$ cat src/rtl/matmul_pkg.sv
// Shared types, defaults and saturation limits for the matmul MAC engine.
package matmul_pkg;

  localparam int DEF_DATA_W  = 32;
  localparam int DEF_ACC_W   = 64;
  localparam int DEF_ADDR_W  = 16;
  localparam int DEF_DIM_W   = 10;
  localparam int DEF_MEM_LAT = 1;

  typedef enum logic [1:0] {
    IDLE,
    RUN,
    DRAIN,
    FINISH
  } state_e;

  function automatic longint sat_max(input int w);
    return (longint'(1) <<< (w - 1)) - longint'(1);
  endfunction

  function automatic longint sat_min(input int w);
    return -(longint'(1) <<< (w - 1));
  endfunction

  localparam longint SAT_MAX = sat_max(DEF_DATA_W);
  localparam longint SAT_MIN = sat_min(DEF_DATA_W);

endpackage

$ cat src/rtl/matmul_mac_engine_postproc.sv
// Bias add, arithmetic shift, ReLU and signed saturation of a dot product.
module matmul_postproc
  import matmul_pkg::*;
#(
  parameter int DATA_W = DEF_DATA_W,
  parameter int ACC_W  = DEF_ACC_W
) (
  input  logic signed [ACC_W-1:0] acc,
  input  logic                    bias_en,
  input  logic                    relu_en,
  input  logic [5:0]              shift,
  input  logic [DATA_W-1:0]       bias,
  output logic [DATA_W-1:0]       result
);

  localparam logic signed [ACC_W-1:0] HI =
    ACC_W'(sat_max(DATA_W));
  localparam logic signed [ACC_W-1:0] LO =
    ACC_W'(sat_min(DATA_W));

  logic signed [ACC_W-1:0] bias_ext;
  logic signed [ACC_W-1:0] biased;
  logic signed [ACC_W-1:0] shifted;
  logic signed [ACC_W-1:0] clamped;

  assign bias_ext = {{(ACC_W-DATA_W){bias[DATA_W-1]}}, bias};

  always_comb begin
    biased = acc;
    if (bias_en)
      biased = acc + bias_ext;
    shifted = biased >>> shift;
    clamped = shifted;
    if (relu_en && shifted[ACC_W-1])
      clamped = '0;
    if (clamped > HI)
      clamped = HI;
    else if (clamped < LO)
      clamped = LO;
    result = clamped[DATA_W-1:0];
  end

endmodule

$ cat src/rtl/matmul_mac_engine.sv
// Streaming C = A*B MAC engine: one (i,j,p) read per cycle, one write per dot product.
module matmul_mac_engine
  import matmul_pkg::*;
#(
  parameter int DATA_W  = DEF_DATA_W,
  parameter int ACC_W   = DEF_ACC_W,
  parameter int ADDR_W  = DEF_ADDR_W,
  parameter int DIM_W   = DEF_DIM_W,
  parameter int MEM_LAT = DEF_MEM_LAT
) (
  input  logic              clk,
  input  logic              rst_n,
  input  logic              start,
  output logic              busy,
  output logic              done,
  output logic              dim_err,
  input  logic [DIM_W-1:0]  m,
  input  logic [DIM_W-1:0]  n,
  input  logic [DIM_W-1:0]  k,
  input  logic              bias_en,
  input  logic              relu_en,
  input  logic [5:0]        shift,
  output logic [ADDR_W-1:0] input_addr,
  input  logic [DATA_W-1:0] input_data,
  output logic [ADDR_W-1:0] weight_addr,
  input  logic [DATA_W-1:0] weight_data,
  output logic [ADDR_W-1:0] bias_addr,
  input  logic [DATA_W-1:0] bias_data,
  output logic [ADDR_W-1:0] output_addr,
  output logic [DATA_W-1:0] output_data,
  output logic              write_enable
);

  localparam logic [MEM_LAT-1:0] TOP =
    MEM_LAT'(1) << (MEM_LAT - 1);

  state_e state, state_nxt;
  logic issue, fin, accept, dims_ok;
  logic [DIM_W-1:0] m_q, n_q, k_q;
  logic [DIM_W-1:0] i_q, j_q, p_q;
  logic bias_en_q, relu_en_q, err_q;
  logic [5:0] shift_q;
  logic [ADDR_W-1:0] row_base, oaddr_q;
  logic last_p, last_j, last_i, last_issue;
  logic drain_done;

  logic [MEM_LAT-1:0] pv, pf, pl;
  logic [ADDR_W-1:0]  po [MEM_LAT];
  logic bv, bf, bl;

  logic signed [ACC_W-1:0] a_ext, b_ext;
  logic signed [ACC_W-1:0] prod, acc_q, acc_sum;
  logic [DATA_W-1:0] result;

  assign dims_ok = (m != '0) && (n != '0) && (k != '0);
  assign accept  = (state == IDLE) && start;

  assign last_p = (p_q == k_q - DIM_W'(1));
  assign last_j = (j_q == n_q - DIM_W'(1));
  assign last_i = (i_q == m_q - DIM_W'(1));
  assign last_issue = last_p && last_j && last_i;

  // Only the final beat is left in flight once nothing else is valid.
  assign drain_done = (pv == TOP);

  always_ff @(posedge clk or negedge rst_n)
    if (!rst_n) state <= IDLE;
    else        state <= state_nxt;

  always_comb begin
    state_nxt = state;
    unique case (state)
      IDLE:
        if (start)
          state_nxt = dims_ok ? RUN : FINISH;
      RUN:
        if (last_issue) state_nxt = DRAIN;
      DRAIN:
        if (drain_done) state_nxt = FINISH;
      FINISH:
        state_nxt = IDLE;
      default:
        state_nxt = IDLE;
    endcase
  end

  always_comb begin
    busy  = (state != IDLE);
    issue = (state == RUN);
    fin   = (state == FINISH);
  end

  always_ff @(posedge clk or negedge rst_n)
    if (!rst_n) begin
      done    <= 1'b0;
      dim_err <= 1'b0;
    end else begin
      done    <= fin;
      dim_err <= fin && err_q;
    end

  always_ff @(posedge clk or negedge rst_n)
    if (!rst_n) begin
      m_q       <= '0;
      n_q       <= '0;
      k_q       <= '0;
      bias_en_q <= 1'b0;
      relu_en_q <= 1'b0;
      shift_q   <= '0;
      err_q     <= 1'b0;
    end else if (accept) begin
      m_q       <= m;
      n_q       <= n;
      k_q       <= k;
      bias_en_q <= bias_en;
      relu_en_q <= relu_en;
      shift_q   <= shift;
      err_q     <= !dims_ok;
    end

  // Addresses advance incrementally; p innermost, then j, then i.
  always_ff @(posedge clk or negedge rst_n)
    if (!rst_n) begin
      i_q <= '0;
      j_q <= '0;
      p_q <= '0;
      row_base    <= '0;
      oaddr_q     <= '0;
      input_addr  <= '0;
      weight_addr <= '0;
      bias_addr   <= '0;
    end else if (accept) begin
      i_q <= '0;
      j_q <= '0;
      p_q <= '0;
      row_base    <= '0;
      oaddr_q     <= '0;
      input_addr  <= '0;
      weight_addr <= '0;
      bias_addr   <= '0;
    end else if (issue && !last_issue) begin
      if (!last_p) begin
        p_q <= p_q + DIM_W'(1);
        input_addr  <= input_addr + ADDR_W'(1);
        weight_addr <= weight_addr + ADDR_W'(n_q);
      end else begin
        p_q     <= '0;
        oaddr_q <= oaddr_q + ADDR_W'(1);
        if (!last_j) begin
          j_q <= j_q + DIM_W'(1);
          input_addr  <= row_base;
          weight_addr <= ADDR_W'(j_q + DIM_W'(1));
          bias_addr   <= ADDR_W'(j_q + DIM_W'(1));
        end else begin
          j_q <= '0;
          i_q <= i_q + DIM_W'(1);
          row_base    <= row_base + ADDR_W'(k_q);
          input_addr  <= row_base + ADDR_W'(k_q);
          weight_addr <= '0;
          bias_addr   <= '0;
        end
      end
    end

  always_ff @(posedge clk or negedge rst_n)
    if (!rst_n) begin
      pv <= '0;
      pf <= '0;
      pl <= '0;
      for (int s = 0; s < MEM_LAT; s++)
        po[s] <= '0;
    end else begin
      pv[0] <= issue;
      pf[0] <= (p_q == '0);
      pl[0] <= last_p;
      po[0] <= oaddr_q;
      for (int s = 1; s < MEM_LAT; s++) begin
        pv[s] <= pv[s-1];
        pf[s] <= pf[s-1];
        pl[s] <= pl[s-1];
        po[s] <= po[s-1];
      end
    end

  assign bv = pv[MEM_LAT-1];
  assign bf = pf[MEM_LAT-1];
  assign bl = pl[MEM_LAT-1];

  assign a_ext = {{(ACC_W-DATA_W){input_data[DATA_W-1]}},
                  input_data};
  assign b_ext = {{(ACC_W-DATA_W){weight_data[DATA_W-1]}},
                  weight_data};
  assign prod    = a_ext * b_ext;
  assign acc_sum = bf ? prod : acc_q + prod;

  matmul_postproc #(
    .DATA_W (DATA_W),
    .ACC_W  (ACC_W)
  ) u_post (
    .acc     (acc_sum),
    .bias_en (bias_en_q),
    .relu_en (relu_en_q),
    .shift   (shift_q),
    .bias    (bias_data),
    .result  (result)
  );

  always_ff @(posedge clk or negedge rst_n)
    if (!rst_n) begin
      acc_q        <= '0;
      write_enable <= 1'b0;
      output_addr  <= '0;
      output_data  <= '0;
    end else begin
      write_enable <= bv && bl;
      if (bv)
        acc_q <= acc_sum;
      if (bv && bl) begin
        output_addr <= po[MEM_LAT-1];
        output_data <= result;
      end
    end

endmodule

$ cat config.mk
export PLATFORM = sky130hd
export DESIGN_NAME = matmul_mac_engine
export DESIGN_NICKNAME = d
export VERILOG_FILES = /design/src/rtl/matmul_pkg.sv /design/src/rtl/matmul_mac_engine_postproc.sv /design/src/rtl/matmul_mac_engine.sv
export SDC_FILE = /design/constraint.sdc
export NUM_CORES = 2
export LEC_CHECK = 0
export ABC_CLOCK_PERIOD_IN_PS = 19800
export CAP_MARGIN = 20
export CELL_PAD_IN_SITES_DETAIL_PLACEMENT = 1
export CELL_PAD_IN_SITES_GLOBAL_PLACEMENT = 1
export CORE_UTILIZATION = 45
export DETAILED_ROUTE_END_ITERATION = 6
export PLACE_DENSITY_LB_ADDON = 0.1
export SLEW_MARGIN = 20
export SYNTH_ARGS = -nofsm -noshare
export SYNTH_HDL_FRONTEND = slang
export SYNTH_HIERARCHICAL = 1
export SYNTH_SLANG_ARGS = --single-unit
$ cat constraint.sdc
create_clock -name clk -period 19.8 [get_ports clk]
set_input_delay 1.98 -clock clk [delete_from_list [all_inputs] [get_ports clk]]
set_output_delay 1.98 -clock clk [all_outputs]
set_load 0.01 [all_outputs]
# After elaboration in Yosys (flattened, before gate mapping)
# Index checks and enable logic that the tools add are counted.
classes:
  addsub: 13
  n_mul: 1
  magnitude_cmp: 2
  n_eq_ne: 9
  shift: 1
  n_mux: 38
  reduce_logical: 23
ops:
  columns: ["operator", "n"]
  rows:
  - ["$mux 16", 16]
  - ["$mux 64", 3]
  - ["$mux 10", 11]
  - ["$add 64x32->64", 1]
  - ["$add 64x64->64", 1]
  - ["$gt 64x32->1 const B", 1]
  - ["$lt 64x32->1 const B", 1]
  - ["$mul 32x32->64", 1]
  - ["$mux 32", 2]
  - ["$sshr 64x6->64", 1]
  - ["$add 16x1->16 const B", 2]
  - ["$add 16x10->16", 2]
  - ["$add 10x1->10 const B", 3]
  - ["$eq 10x10->1", 3]
  - ["$reduce_bool 10->1", 3]
  - ["$sub 10x1->10 const B", 3]
  - ["$add 10x1->11 const B", 1]
  - ["$mux 11", 1]
  - ["$logic_not 10->1", 1]
  - ["$logic_and 1x1->1", 9]
  - ["$mux 2", 4]
  - ["$pmux 2 s4", 1]
  - ["$reduce_bool 2->1", 4]
  - ["$reduce_and 3->1", 2]
  - ["7 further kinds", 10]
totals:
  reg_bits: 285
  input_bits: 137
  elab_cells: 113

# Logic depth before layout (Yosys ltp)
depth:
  ltp_word: 11
  mapped_depth: 61
  mapped_depth_nobuf: 56

# Cells and area by module
# Netlist, hierarchy kept.
by_module_without_submodules:
  columns: ["mod", "instances", "cells_per_inst", "area_each_um2"]
  rows:
  - ["matmul_mac_engine", 1, 5729, 53184.8]
  - ["matmul_postproc", 1, 1916, 12374.4]

# Worst setup path before layout
# Ideal clock, no wire load.
synth_timing:
  path_kind: "input -> register"
  from: "in input_data[31]"
  to: "reg output_data[3]"
  setup_time_ns: 0.125
  arrival_time_ns: 14.991
  setup_slack_ns: 4.684
  stages: 52
  cell_sequence: "clkbuf_1 -> nand2_1 -> inv_1 -> fa_1 -> fa_1 -> fa_1 -> fa_1 -> inv_1 -> fa_1 -> inv_1 -> fa_1 -> inv_1 -> fa_1 -> inv_1 -> fa_1 -> ha_1 -> clkbuf_1 -> o21a_1 -> [... 16 more ...] -> ha_1 -> buf_2 -> nand4_1 -> nor4_1 -> inv_1 -> a2111oi_2 -> or4_1 -> nand4_1 -> o21ai_0 -> a21oi_1 -> a311o_1 -> a221o_1 -> or4_1 -> nor4_1 -> a311o_2 -> buf_4 -> o31ai_1 -> mux2_2"
synth_via:
  elab_chain_len: 11
  elab_cells_between_ends: 12
  cone_classes: "2 x add/sub; 1 x mul; 2 x order compare; 1 x shift; 5 x mux; 1 x reduce/logical"
synth_rtl:
  columns: ["item", "line_no", "text"]
  rows:
  - ["from (decl)", "matmul_mac_engine.sv:24", "input logic [DATA_W-1:0] input_data,"]
  - ["$mul 32x32->64 *", "matmul_mac_engine.sv:193", "assign prod = a_ext * b_ext;"]
  - ["$add 64x64->64", "matmul_mac_engine.sv:194", "assign acc_sum = bf ? prod : acc_q + prod;"]
  - ["$mux 64 *", "matmul_mac_engine.sv:194", null]
  - ["net acc_sum[61]", "matmul_mac_engine.sv:52", "logic signed [ACC_W-1:0] prod, acc_q, acc_sum;"]
  - ["$add 64x32->64", "matmul_mac_engine_postproc.sv:31", "biased = acc + bias_ext;"]
  - ["$mux 64 *", "matmul_mac_engine_postproc.sv:30", "if (bias_en)"]
  - ["$sshr 64x6->64 *", "matmul_mac_engine_postproc.sv:32", "shifted = biased >>> shift;"]
  - ["$logic_and 1x1->1", "matmul_mac_engine_postproc.sv:34", "if (relu_en && shifted[ACC_W-1])"]
  - ["$mux 64 *", "matmul_mac_engine_postproc.sv:34", null]
  - ["$lt 64x32->1", "matmul_mac_engine_postproc.sv:38", "else if (clamped < LO)"]
  - ["$mux 32", "matmul_mac_engine_postproc.sv:38", null]
  - ["$mux 32 *", "matmul_mac_engine_postproc.sv:36", "if (clamped > HI)"]
  - ["net result[3]", "matmul_mac_engine.sv:53", "logic [DATA_W-1:0] result;"]
  - ["to (signal assigned)", "matmul_mac_engine.sv:220", "output_data <= result;"]
  - ["to (decl)", "matmul_mac_engine.sv:30", "output logic [DATA_W-1:0] output_data,"]
# The timed path passes the listed nets; every way through them passes the cells marked *.
# A chain may end at the register's enable or synchronous reset.

# Worst setup path after layout
layout_timing:
  from: "in weight_data[9]"
  to: "reg output_data[4]"
layout_via:
  elab_chain_len: 11
  elab_cells_between_ends: 12
  cone_classes: "2 x add/sub; 1 x mul; 2 x order compare; 1 x shift; 5 x mux; 1 x reduce/logical"
layout_rtl:
  columns: ["item", "line_no", "text"]
  rows:
  - ["from (decl)", "matmul_mac_engine.sv:26", "input logic [DATA_W-1:0] weight_data,"]
  - ["$mul 32x32->64 *", "matmul_mac_engine.sv:193", null]
  - ["$add 64x64->64", "matmul_mac_engine.sv:194", null]
  - ["$mux 64 *", "matmul_mac_engine.sv:194", null]
  - ["net acc_sum[61]", "matmul_mac_engine.sv:52", null]
  - ["$add 64x32->64", "matmul_mac_engine_postproc.sv:31", null]
  - ["$mux 64 *", "matmul_mac_engine_postproc.sv:30", null]
  - ["$sshr 64x6->64 *", "matmul_mac_engine_postproc.sv:32", null]
  - ["$logic_and 1x1->1", "matmul_mac_engine_postproc.sv:34", null]
  - ["$mux 64 *", "matmul_mac_engine_postproc.sv:34", null]
  - ["$lt 64x32->1", "matmul_mac_engine_postproc.sv:38", null]
  - ["$mux 32", "matmul_mac_engine_postproc.sv:38", null]
  - ["$mux 32 *", "matmul_mac_engine_postproc.sv:36", null]
  - ["net result[4]", "matmul_mac_engine.sv:53", null]
# Marked as above.

==> results.md <==
* Outcome: finished, violations left
* Failing checks: DRC
* Buffers on Ports at around 230
* GR peak layer: met2
* Worst Hold Class: register to register
* Layout cells sized above 1 at 0.0676
* Max cap viols at 0
* FF-to-FF Start: acc_q[1]
* R2R depth at 29
* H-Tree Depth at 1
* Num CTS Buffers at 31
* Crit path launch: weight_data[9]
* Total gr overflow at 0
* Vias in the first global route at a little over 60k
* Final Util at 0.494
* Measured slew at the worst slew-check pin at 1220 ps
* Global Route Usage Sum at 0.321
* CTS Sinks at 270
* Hold buffers post-CTS at 0
* Footprint of the multi-input gates at 0.0532 mm²
* Synth area leader: fa_1
* Placed cell count at about 9.5k
* Slowest-stage cell, CP: clkdlybuf4s50_1
* Minimum clock period at roughly 19000 ps
* Critical Path Sink Type: register
* Drt total wl at between 200 and 250 mm
* Max-slew violation count at 0
* WP data arrival at 19490 ps
* Syn_area_per_cell at around 8.6 µm²
* Global-route wire length before repair at approximately 370 mm
* YS warnings at 6
* Largest net degree at the start of global routing at slightly above 80
* RSZ-0062 raised after global routing: no
* Die X-Extent at roughly 380 µm
* Synthesized cell area at around 0.066 mm²
* Sequential fraction of the synthesis area at 0.103
* Core ar. at between 0.1 and 0.15 mm²
* Reg area at slightly below 0.007 mm²
* Top post-synthesis cells by area: fa_1, dfrtp_1, ha_1
* ANT cells at 0
* Crit Path Category: input port to register
* FF-to-FF End: output_data[4]
* Initial antenna violation count at 3
* Initial DRC Count at approximately 3.5k
* Slowest stage delay, CP at approximately 970 ps
* CP endpoint: output_data[4]
* EDFF count, synth at 0
* Vias at 56.2k
* Post-DP HPWL at roughly 200 mm
* Fin nets at 9227
* Met1 Track Usage GR at 0.441
* ANT nets after route at 0
* Flops & latches, synth at 270
* Clock Path Buffers at 3
* CP Depth at between 50 and 60
* Cells after synthesis at about 7.6k
* Fmax at ~53 MHz
* Clock root buffer: clkbuf_16
* Setup Viol. Count Final at 0
* CP startpoint kind: input port
* Met3 usage at 0.0308
* Routability Congestion at 0.964
* Main synth FF type: dfrtp_1
* TNS Setup at 0 ps
* Crit-path max FO at 16
* P&R area growth vs syn at 8.48%
* Worst-path clk slew at 60 ps
* Most frequent cells after synthesis: fa_1, nand2_1, inv_1
* Die area at between 0.1 and 0.15 mm²
* CP top delay family: compound AO/OA/AOI/OAI gates
* Fillers at between 15k and 20k
* Fin cells at 9585
* Final Hold Viols at 0
* Worst-skew pair later-pin latency at 650 ps
* Count leader, synth: fa_1
* Row Count at roughly 140
* CP required at between 20000 and 25000 ps
* Critical path buffers and inverters at 9
* Area fraction of the dominant cell type after synthesis at 0.332
* Period utilization at 0.959
* FF-to-FF setup slack at approximately 9000 ps
* Max-slew headroom at 0.187
* Drt pass-1 iters at 7
* Post-route DRC at 6
* Most used cell along the critical path: inv_1
* TritonCTS clock tree: yes
* # IOs at roughly 240
* Asr flop ratio synth at 1.00
* Via density per instance at slightly below 6
* GRT met2 Usage at 0.536
* Initial Utilization at 0.455
* Drt wl/cell at 24.4 µm
* Worst Skew at around 40 ps
* Die Height at 384 µm
* Post-synth cell types at between 100 and 150
[worst register-to-register path: cells and delay by family (launching register included)]
family | cells | cell delay (ps)
AOI/OAI and AO/OA | 15 | 5350
adders and majority gates | 2 | 850
buffers and inverters | 1 | 200
DFF | 1 | 410
muxes | 2 | 530
and+or+nand+nor | 9 | 3080
[metal layers]
| metal | part of all wire | vias up |
|---|---|---|
| li1 | - | 25100 |
| met1 | 0.44 | 29400 |
| met2 | 0.48 | 1357 |
| met3 | 0.045 | 339 |
| met4 | 0.034 | 0 |
| met5 | 0 | - |
[repair_timing]
action,in CTS,in global routing
buffers inserted,0,0
resized for setup,0,9
endpoints found under the setup margin,0,31
[state kept, by name (all words and copies together) (netlist names), 2 cells and up]
| signal | count |
|---|---|
| output_data | 32 |
| output_addr | 16 |
| n_q | 10 |
| row_base | 16 |
| po | 16 |
| i_q | 10 |
| bias_addr | 2 |
| k_q | 10 |
| input_addr | 16 |
| oaddr_q | 16 |
| shift_q | 6 |
| acc_q | 64 |
| state | 2 |
| p_q | 10 |
| j_q | 9 |
| m_q | 10 |
| weight_addr | 16 |
[placed cells by master (no fill, tap or decap), types with 19 or more instances in the layout]
cell	n
xnor2_1	155
a21oi_1	374
and2_1	518
mux2_2	152
nand4_1	97
nor4_1	25
nand2b_1	46
mux2i_1	142
a31oi_1	52
o211ai_1	58
a211oi_1	90
xor2_1	103
nand3_1	107
and3_1	50
a21o_1	108
ha_1	347
o21bai_1	32
nor3_1	95
a22oi_1	19
buf_4	191
clkbuf_16	31
or3_1	33
nor2b_1	28
a221oi_1	19
o21a_1	46
nor2_1	381
nand2_1	1040
clkdlybuf4s50_1	226
inv_1	1021
a211o_1	25
dfrtp_1	262
o21ai_0	256
fa_1	1086
o31ai_1	21
o21ai_1	54
[through the flow]
step,area [µm²],setup WS (ps),hold WS (ps)
after global routing,71100,46.1,436
final,71100,815,416
after detailed placement,69900,-170,403
after global placement,69900,58.0,393
after CTS,71100,447,422
after floorplan,65600,4680,362
[kinds of logic (layout without fill, tap and decap cells)]
| family | Yosys count | in the layout | share of synthesized area |
|---|---|---|---|
| flops | 270 | 270 | 0.103 |
| compound gates | 1383 | 1384 | 0.140 |
| xor+xnor | 258 | 258 | 0.0345 |
| fa+ha+maj | 1433 | 1433 | 0.398 |
| other cells | 1 | 5 | 0.0000572 |
| buf+inv | 1477 | 1509 | 0.0867 |
| simple gates | 2515 | 2515 | 0.185 |
| mux | 308 | 308 | 0.0524 |
[worst min path at each step]
stage / slack [ps] / cells past startpoint / to / from
global placement: 390 / 0 / po[5] / oaddr_q[5]
floorplan: 360 / 0 / po[15] / oaddr_q[15]
finish: 420 / 0 / po[15] / oaddr_q[15]
global route: 440 / 0 / po[15] / oaddr_q[15]
detailed placement: 400 / 0 / po[9] / oaddr_q[9]
CTS: 420 / 0 / po[15] / oaddr_q[15]
[area by class of cell]
type / instances / share of cell area
inverters: 1028 / 0.0543
flip-flops and latches: 270 / 0.0952
well taps: 1903 / 0.0335
repair buffers: 423 / 0.0532
clock inverters: 22 / 0.00456
clock buffers: 36 / 0.0115
multi-input cells: 5903 / 0.748
Power is not shown: default switching activity piles up to over one toggle a cycle in this logic, so the estimate is an artifact.
